--- src/rtl/l1_l2_arbiter_if.sv ---
// l1_l2_arbiter_if: L1 data/instr request ports plus the shared L2 request port
//   d_*  : L1 data request (valid/wen/addr/wdata) and response (resp/rdata)
//   i_*  : L1 instr request (valid/addr) and response (resp/rdata)
//   l2_* : request to L2 (valid/wen/addr/wdata) and completion (ready/rdata)
//   slave  : arbiter view, master : surrounding caches / L2 view
interface l1_l2_arbiter_if #(
  parameter int ADDR_W  = 32,
  parameter int BLOCK_W = 128
);
  logic               d_valid_i;
  logic               d_wen_i;
  logic [ADDR_W-1:0]  d_addr_i;
  logic [BLOCK_W-1:0] d_wdata_i;
  logic               d_resp_o;
  logic [BLOCK_W-1:0] d_rdata_o;
  logic               i_valid_i;
  logic [ADDR_W-1:0]  i_addr_i;
  logic               i_resp_o;
  logic [BLOCK_W-1:0] i_rdata_o;
  logic               l2_valid_o;
  logic               l2_wen_o;
  logic [ADDR_W-1:0]  l2_addr_o;
  logic [BLOCK_W-1:0] l2_wdata_o;
  logic               l2_ready_i;
  logic [BLOCK_W-1:0] l2_rdata_i;
  modport slave (
    input  d_valid_i, d_wen_i, d_addr_i, d_wdata_i, i_valid_i, i_addr_i, l2_ready_i, l2_rdata_i,
    output d_resp_o, d_rdata_o, i_resp_o, i_rdata_o, l2_valid_o, l2_wen_o, l2_addr_o, l2_wdata_o
  );
  modport master (
    output d_valid_i, d_wen_i, d_addr_i, d_wdata_i, i_valid_i, i_addr_i, l2_ready_i, l2_rdata_i,
    input  d_resp_o, d_rdata_o, i_resp_o, i_rdata_o, l2_valid_o, l2_wen_o, l2_addr_o, l2_wdata_o
  );
endinterface

--- src/rtl/l1_l2_arbiter.sv ---
// l1_l2_arbiter: round-robin sharing of the single L2 request port between L1 data and L1 instr
//   clk_i, rst_ni : clock, asynchronous active-low reset
//   bus           : L1/L2 handshake signals (slave modport)
//   grant_o       : current/last owner, 0 = data, 1 = instr
//   busy_o        : transaction in flight
//   err_o         : sticky REQ timeout flag
module l1_l2_arbiter #(
  parameter int ADDR_W  = 32,
  parameter int BLOCK_W = 128,
  parameter int TIMEOUT = 1023
) (
  input  logic            clk_i,
  input  logic            rst_ni,
  l1_l2_arbiter_if.slave  bus,
  output logic            grant_o,
  output logic            busy_o,
  output logic            err_o
);
  localparam logic [1:0] IDLE = 2'd0;
  localparam logic [1:0] REQ  = 2'd1;
  localparam logic [1:0] RESP = 2'd2;
  localparam int CW = $clog2(TIMEOUT + 2);
  localparam logic [CW-1:0] TO = CW'(TIMEOUT);
  logic [1:0]         state;
  logic               last_i;
  logic [CW-1:0]      cnt;
  logic               wen_q;
  logic [ADDR_W-1:0]  addr_q;
  logic [BLOCK_W-1:0] wdata_q;
  logic [BLOCK_W-1:0] rdata_q;
  logic               any_req;
  logic               pick_i;
  logic               d_resp;
  logic               i_resp;
  // on a tie the side that did not win last time goes next
  always_comb begin
    any_req = bus.d_valid_i | bus.i_valid_i;
    pick_i  = bus.i_valid_i & (~bus.d_valid_i | ~last_i);
    d_resp  = (state == RESP) & ~grant_o;
    i_resp  = (state == RESP) & grant_o;
  end
  always_ff @(posedge clk_i or negedge rst_ni) begin
    if (!rst_ni) begin
      state   <= IDLE;
      last_i  <= 1'b1;
      grant_o <= 1'b0;
      cnt     <= '0;
      err_o   <= 1'b0;
      wen_q   <= 1'b0;
      addr_q  <= '0;
      wdata_q <= '0;
      rdata_q <= '0;
    end else begin
      if (state == IDLE && any_req) begin
        state   <= REQ;
        grant_o <= pick_i;
        last_i  <= pick_i;
        addr_q  <= pick_i ? bus.i_addr_i : bus.d_addr_i;
        wen_q   <= ~pick_i & bus.d_wen_i;
        wdata_q <= pick_i ? '0 : bus.d_wdata_i;
      end
      if (state == REQ) begin
        cnt <= (cnt == TO) ? cnt : cnt + 1'b1;
        if (TIMEOUT != 0 && cnt == TO - 1'b1) err_o <= 1'b1;
        if (bus.l2_ready_i) begin
          rdata_q <= bus.l2_rdata_i;
          state   <= RESP;
          cnt     <= '0;
        end
      end
      if (state == RESP) state <= IDLE;
    end
  end
  assign busy_o         = state != IDLE;
  assign bus.l2_valid_o = state == REQ;
  assign bus.l2_wen_o   = wen_q;
  assign bus.l2_addr_o  = addr_q;
  assign bus.l2_wdata_o = wdata_q;
  assign bus.d_resp_o   = d_resp;
  assign bus.i_resp_o   = i_resp;
  assign bus.d_rdata_o  = d_resp ? rdata_q : '0;
  assign bus.i_rdata_o  = i_resp ? rdata_q : '0;
endmodule

--- src/flat_wrapper.sv ---
// flat-port wrapper written by rule: the top's interface ports become plain ports
module l1_l2_arbiter_flat 
#(
  parameter int ADDR_W  = 32,
  parameter int BLOCK_W = 128,
  parameter int TIMEOUT = 1023
)
  (clk_i, rst_ni, grant_o, busy_o, err_o, bus_d_valid_i, bus_d_wen_i, bus_d_addr_i, bus_d_wdata_i, bus_i_valid_i, bus_i_addr_i, bus_l2_ready_i, bus_l2_rdata_i, bus_d_resp_o, bus_d_rdata_o, bus_i_resp_o, bus_i_rdata_o, bus_l2_valid_o, bus_l2_wen_o, bus_l2_addr_o, bus_l2_wdata_o);
  l1_l2_arbiter_if #(.ADDR_W(ADDR_W), .BLOCK_W(BLOCK_W)) bus_i ();
  input  logic clk_i;
  input  logic rst_ni;
  output logic grant_o;
  output logic busy_o;
  output logic err_o;
  input wire logic [$bits(bus_i.d_valid_i)-1:0] bus_d_valid_i;
  input wire logic [$bits(bus_i.d_wen_i)-1:0] bus_d_wen_i;
  input wire logic [$bits(bus_i.d_addr_i)-1:0] bus_d_addr_i;
  input wire logic [$bits(bus_i.d_wdata_i)-1:0] bus_d_wdata_i;
  input wire logic [$bits(bus_i.i_valid_i)-1:0] bus_i_valid_i;
  input wire logic [$bits(bus_i.i_addr_i)-1:0] bus_i_addr_i;
  input wire logic [$bits(bus_i.l2_ready_i)-1:0] bus_l2_ready_i;
  input wire logic [$bits(bus_i.l2_rdata_i)-1:0] bus_l2_rdata_i;
  output wire logic [$bits(bus_i.d_resp_o)-1:0] bus_d_resp_o;
  output wire logic [$bits(bus_i.d_rdata_o)-1:0] bus_d_rdata_o;
  output wire logic [$bits(bus_i.i_resp_o)-1:0] bus_i_resp_o;
  output wire logic [$bits(bus_i.i_rdata_o)-1:0] bus_i_rdata_o;
  output wire logic [$bits(bus_i.l2_valid_o)-1:0] bus_l2_valid_o;
  output wire logic [$bits(bus_i.l2_wen_o)-1:0] bus_l2_wen_o;
  output wire logic [$bits(bus_i.l2_addr_o)-1:0] bus_l2_addr_o;
  output wire logic [$bits(bus_i.l2_wdata_o)-1:0] bus_l2_wdata_o;
  assign bus_i.d_valid_i = bus_d_valid_i;
  assign bus_i.d_wen_i = bus_d_wen_i;
  assign bus_i.d_addr_i = bus_d_addr_i;
  assign bus_i.d_wdata_i = bus_d_wdata_i;
  assign bus_i.i_valid_i = bus_i_valid_i;
  assign bus_i.i_addr_i = bus_i_addr_i;
  assign bus_i.l2_ready_i = bus_l2_ready_i;
  assign bus_i.l2_rdata_i = bus_l2_rdata_i;
  assign bus_d_resp_o = bus_i.d_resp_o;
  assign bus_d_rdata_o = bus_i.d_rdata_o;
  assign bus_i_resp_o = bus_i.i_resp_o;
  assign bus_i_rdata_o = bus_i.i_rdata_o;
  assign bus_l2_valid_o = bus_i.l2_valid_o;
  assign bus_l2_wen_o = bus_i.l2_wen_o;
  assign bus_l2_addr_o = bus_i.l2_addr_o;
  assign bus_l2_wdata_o = bus_i.l2_wdata_o;
  l1_l2_arbiter #(.ADDR_W(ADDR_W), .BLOCK_W(BLOCK_W), .TIMEOUT(TIMEOUT)) u_core (.clk_i(clk_i), .rst_ni(rst_ni), .bus(bus_i), .grant_o(grant_o), .busy_o(busy_o), .err_o(err_o));
endmodule
--- config.mk ---
export PLATFORM = sky130hd
export DESIGN_NAME = l1_l2_arbiter_flat
export DESIGN_NICKNAME = d
export VERILOG_FILES = /design/src/rtl/l1_l2_arbiter_if.sv /design/src/rtl/l1_l2_arbiter.sv /design/src/flat_wrapper.sv
export SDC_FILE = /design/constraint.sdc
export NUM_CORES = 1
export LEC_CHECK = 0
export BUFFER_PORTS_ARGS = -buffer_cell sky130_fd_sc_hd__buf_2
export CORE_AREA = 2 2 295 297
export DETAILED_ROUTE_END_ITERATION = 7
export DIE_AREA = 0 0 297 299
export SYNTH_ARGS = -nofsm -noshare
export SYNTH_HDL_FRONTEND = slang
export SYNTH_SLANG_ARGS = --single-unit
--- constraint.sdc ---
create_clock -name clk_i -period 5.1 [get_ports clk_i]
set_clock_uncertainty 0.05 [all_clocks]
set_input_delay 1.02 -clock clk_i [delete_from_list [all_inputs] [get_ports clk_i]]
set_output_delay 1.02 -clock clk_i [all_outputs]
set_load 0.02 [all_outputs]
==> results <==
- The flow ran to the end, and the final reports show no timing, DRC or antenna violations.
- The min-delay analysis places its worst path in the category register to register.
- The number of enable flip-flop cells after synthesis is 0.
- The filler cells instantiated in the layout total 9221.
- The launching element of the worst setup path is u_core.state[0].
- Averaged over all synthesized cells, the footprint is 12.8 sq um.
- During I/O placement, the number of pins put on the boundary was 749.
- In this run the vertical extent of the chip is 299 microns.
- The leakage dissipation is 10.5 nW.
- The later pin in the worst-skew pair is clocked with a latency of 0.54 ns.
- In this run the critical register-to-register path is launched from u_core.state[1].
- The number of buffer and inverter instances along the worst setup path is 2.
- The number of hold buffers added after CTS was 0.
- In this run the cell area of the synthesized design comes to 0.0138 sq mm.
- The number of violations of the max-capacitance limit is 0.
- At the end of the flow, the number of nets in the layout was 2128.
- The post-detailed-route count of antenna-violating nets is 0.
- Setup repair after global routing left no endpoint under its margin.
- The total routed wirelength is 51200 microns.
- The length in cells of the worst reg-to-reg path is 5.
- For this block, the initial DRC count from the detailed router was 714.
- Routability-driven placement finished with a final weighted congestion of 0.831.
- The maximum number of pins on one net before global-route repair is 190.
- The dominant register cell in the synthesized netlist is sky130_fd_sc_hd__dfrtp_1.
- Summing all multi-input logic gate instances after layout gives 0.00560 sq mm.
- The fraction of layout cells with a size suffix above 1 is 53.0%.
- The worst path uses 71.2% of the clock period.
- For this design the ratio of total power to cell area is 604 mW/mm^2.
- The library cell contributing the largest single delay on the critical path is sky130_fd_sc_hd__and3_4.
- The number of clock buffers added by TritonCTS is 38.
- The maximum vdd drop is 0.350 mV.
- Net switching is 39.4% of the power.
- The capture endpoint of the worst hold path is u_core.bus.l2_addr_o[29].
- Counting along the longest clock path gives a buffer depth of 3.
- Of all nets on the critical path, the largest fanout is 131.
- After synthesis, the netlist uses 44 different library cells.
- TritonCTS built the clock tree.
- The count of buffers added by post-CTS timing repair for setup is 0.
- The total routing usage reported by global routing is 11.0%.
- Headroom to the max-slew limit came out at 18.0%.
- The post-CTS clock slew at the launch and capture registers of the worst setup and hold paths is 0.06 ns.
- The remaining routing DRC violations is 0.
- The endpoint of the lowest-slack register-to-register path is u_core.rdata_q[105].
- Counting every sink on the clock net gives 305.
- The total overflow left after global routing is 0.
- Setup violations remaining at the end of the flow were counted as 0.
- Input and output buffers added on the ports amount to 748.
- The effective utilization at floorplan is 16.0%.
- The placeable core region is 0.0859 sq mm.
- The register area is 0.00763 sq mm.
- In the routed layout, each cell is associated on average with a via count of 3.70.
- In the final timing run, aggregate negative setup slack is 0 ns.
- Synthesis handed over a netlist of 1074 instances.
- The fmax is 0.276 GHz.
- Counting flops with an async set or reset pin after synthesis yields a share of 100%.
- Yosys printed 0 warnings.
- The number of detailed-route iterations in the first pass is 4.
- The critical path goes through inv_1, and3_4, and2_1, buf_2.
- The share of power burned in the clock network is 21.7%.
- The tree is rooted in a sky130_fd_sc_hd__clkbuf_16.
- The signal arrival time at the worst endpoint is 2.56 ns.
- The actual transition at the worst max-transition pin is 1.23 ns.
- The type of origin of the critical path is a register.
- The final count of hold timing violations was 0.
- The endpoint required time on the critical path is 4.03 ns.
- The stage delay of the slowest cell on the critical path is 0.92 ns.
- The horizontal extent of the die is 297 microns.
- The clock period could shrink to 3.63 ns.
- The count of instances resized after the clock tree is built is 0.
- The floorplan has 108 rows.
- The number of H-tree levels is 2.
- The number of synthesized register bits is 305.
- The number of antenna violations at the first check in global routing is 35.
- The minimum setup slack among reg-to-reg paths is 2.50 ns.
- Sequential cells were found to cover 55.4% of the synthesized design area.
- Internal power comes to 7.29 mW.
- The fraction of power consumed by combinational cells is 42.1%.
- From synthesis to final layout, the design area changed by 44.8%.
- Once layout is complete, the utilization of the core stands at 23.2%.
- In this design, the largest share of critical-path delay is due to simple AND/OR/NAND/NOR gates.
- The detailed-placement wirelength estimate is 39500 microns.
- The worst hold path cell count is 2.
- The average routed wire per standard cell is 17.1 microns.
- Per report_power, the sequential group accounts for 36.2% of the total.
- The number of global-route vias before repair is 11000.
- The overall die area is 0.0888 sq mm.
- The total chip power is 12.0 mW.
- The startpoint identified for the worst hold timing path is u_core.bus.l2_addr_o[29].
- The first-pass GRT wire length is 73600 microns.
- STA classifies the critical path endpoint as an output pin.
- The net switching power figure is 4.75 mW.
- The final route contains 11100 vias.
- Counting every net in the synthesized netlist gives 1402.
- The final max-slew violation count came to 0.
- The critical path in this run is classified as register to output pin.
worst max path at each step:
stage,end,slack (ns),depth (start not counted)
after floorplan,bus_d_rdata_o[100],2.52,4
after CTS,bus_i_rdata_o[102],1.43,4
final,bus_i_rdata_o[102],1.47,4
after global placement,u_core.bus.l2_wdata_o[115],1.91,7
after global routing,bus_i_rdata_o[97],1.28,4
after detailed placement,u_core.bus.l2_wdata_o[116],1.89,7
worst register-to-register path: stages (launching register included):
cell and delay (ns):
sky130_fd_sc_hd__dfrtp_1 0.40, sky130_fd_sc_hd__nand2b_1 0.35, sky130_fd_sc_hd__inv_4 0.19, sky130_fd_sc_hd__and2_4 0.56, sky130_fd_sc_hd__buf_12 0.49, sky130_fd_sc_hd__mux2_2 0.44
kinds of logic (layout without fill, tap and decap cells):
| logic type | after synthesis | in the layout | synth area share [%] |
|---|---|---|---|
| compound gates | 185 | 185 | 10.7 |
| fa+ha+maj | 2 | 2 | 0.182 |
| buf+inv | 91 | 842 | 4.04 |
| flops | 305 | 305 | 55.4 |
| mux | 162 | 162 | 15.6 |
| other cells | 0 | 14 | 0 |
| simple gates | 329 | 329 | 14.0 |
flip-flops by register name, indices dropped and copies added (netlist names):
name and cells:
u_core.bus.l2_addr_o 32, u_core.state 2, u_core.last_i 1, u_core.rdata_q 128
u_core.grant_o 1, u_core.bus.l2_wdata_o 128, u_core.bus.l2_wen_o 1, u_core.err_o 1
u_core.cnt 11
layer usage:
metal	up-vias	track usage, %	part of all wire, %
met4	38	5.80	4.5
li1	5205	-	-
met2	543	17.6	46
met1	5163	12.5	39
met3	137	4.47	9.9
met5	-	0	0.49
per-stage QoR:
stage	hold slack (ns)	instance area, sq um	worst slack (ns)	cells
after global routing	0.453	19900	1.28	2987
after global placement	0.411	18700	1.91	2915
final	0.423	19900	1.47	2994
after CTS	0.428	19900	1.43	2980
after detailed placement	0.415	18700	1.89	2915
after floorplan	0.398	13800	2.52	1074
placed cells by master (no fill, tap or decap), types with 6 or more instances in the layout:
cell,n
sky130_fd_sc_hd__a22o_1,129
sky130_fd_sc_hd__and2_1,256
sky130_fd_sc_hd__buf_2,747
sky130_fd_sc_hd__buf_4,19
sky130_fd_sc_hd__clkbuf_1,8
sky130_fd_sc_hd__clkbuf_16,38
sky130_fd_sc_hd__clkbuf_8,8
sky130_fd_sc_hd__dfrtp_1,304
sky130_fd_sc_hd__diode_2,14
sky130_fd_sc_hd__mux2_2,31
sky130_fd_sc_hd__mux2_4,98
sky130_fd_sc_hd__mux2i_1,33
sky130_fd_sc_hd__nand2_1,44
sky130_fd_sc_hd__nor2_1,6
sky130_fd_sc_hd__nor3_1,6
sky130_fd_sc_hd__o21ai_0,38
cell type report:
cell class,instances,area share (%)
inverter,5,0.107
timing repair buffer,772,20.0
clock buffer,54,5.47
clock inverter,11,0.546
sequential,305,38.3
antenna,14,0.176
multi-input combinational,678,28.1
tap,1155,7.25
synthesized netlist by cell type (2+ instances only):
library cell                 n  share of area, %
sky130_fd_sc_hd__a21oi_1     5              0.18
sky130_fd_sc_hd__a22o_1    129               8.2
sky130_fd_sc_hd__and2_1    258                12
sky130_fd_sc_hd__buf_1       3             0.082
sky130_fd_sc_hd__buf_2      22              0.80
sky130_fd_sc_hd__buf_4       3              0.16
sky130_fd_sc_hd__buf_6      23               1.9
sky130_fd_sc_hd__clkbuf_1   34              0.93
sky130_fd_sc_hd__dfrtp_1   304                55
sky130_fd_sc_hd__ha_1        2              0.18
sky130_fd_sc_hd__inv_1       4              0.11
sky130_fd_sc_hd__mux2_2     31               2.5
sky130_fd_sc_hd__mux2_4     98                11
sky130_fd_sc_hd__mux2i_1    33               2.4
sky130_fd_sc_hd__nand2_1    44               1.2
sky130_fd_sc_hd__nand3_1     5              0.18
sky130_fd_sc_hd__nor2_1      6              0.16
sky130_fd_sc_hd__nor3_1      6              0.22
sky130_fd_sc_hd__o21ai_0    38               1.4
sky130_fd_sc_hd__o31ai_1     2              0.11
power groups by stage:
stage / sequential (mW) / clock (mW) / combinational (mW)
global route: 4.50 / 2.82 / 5.44
global placement: 4.37 / 0 / 5.07
floorplan: 4.68 / 0 / 2.97
CTS: 4.36 / 2.74 / 5.15
finish: 4.35 / 2.62 / 5.07
detailed placement: 4.36 / 0 / 5.15
(Power assumes the default switching activity.)
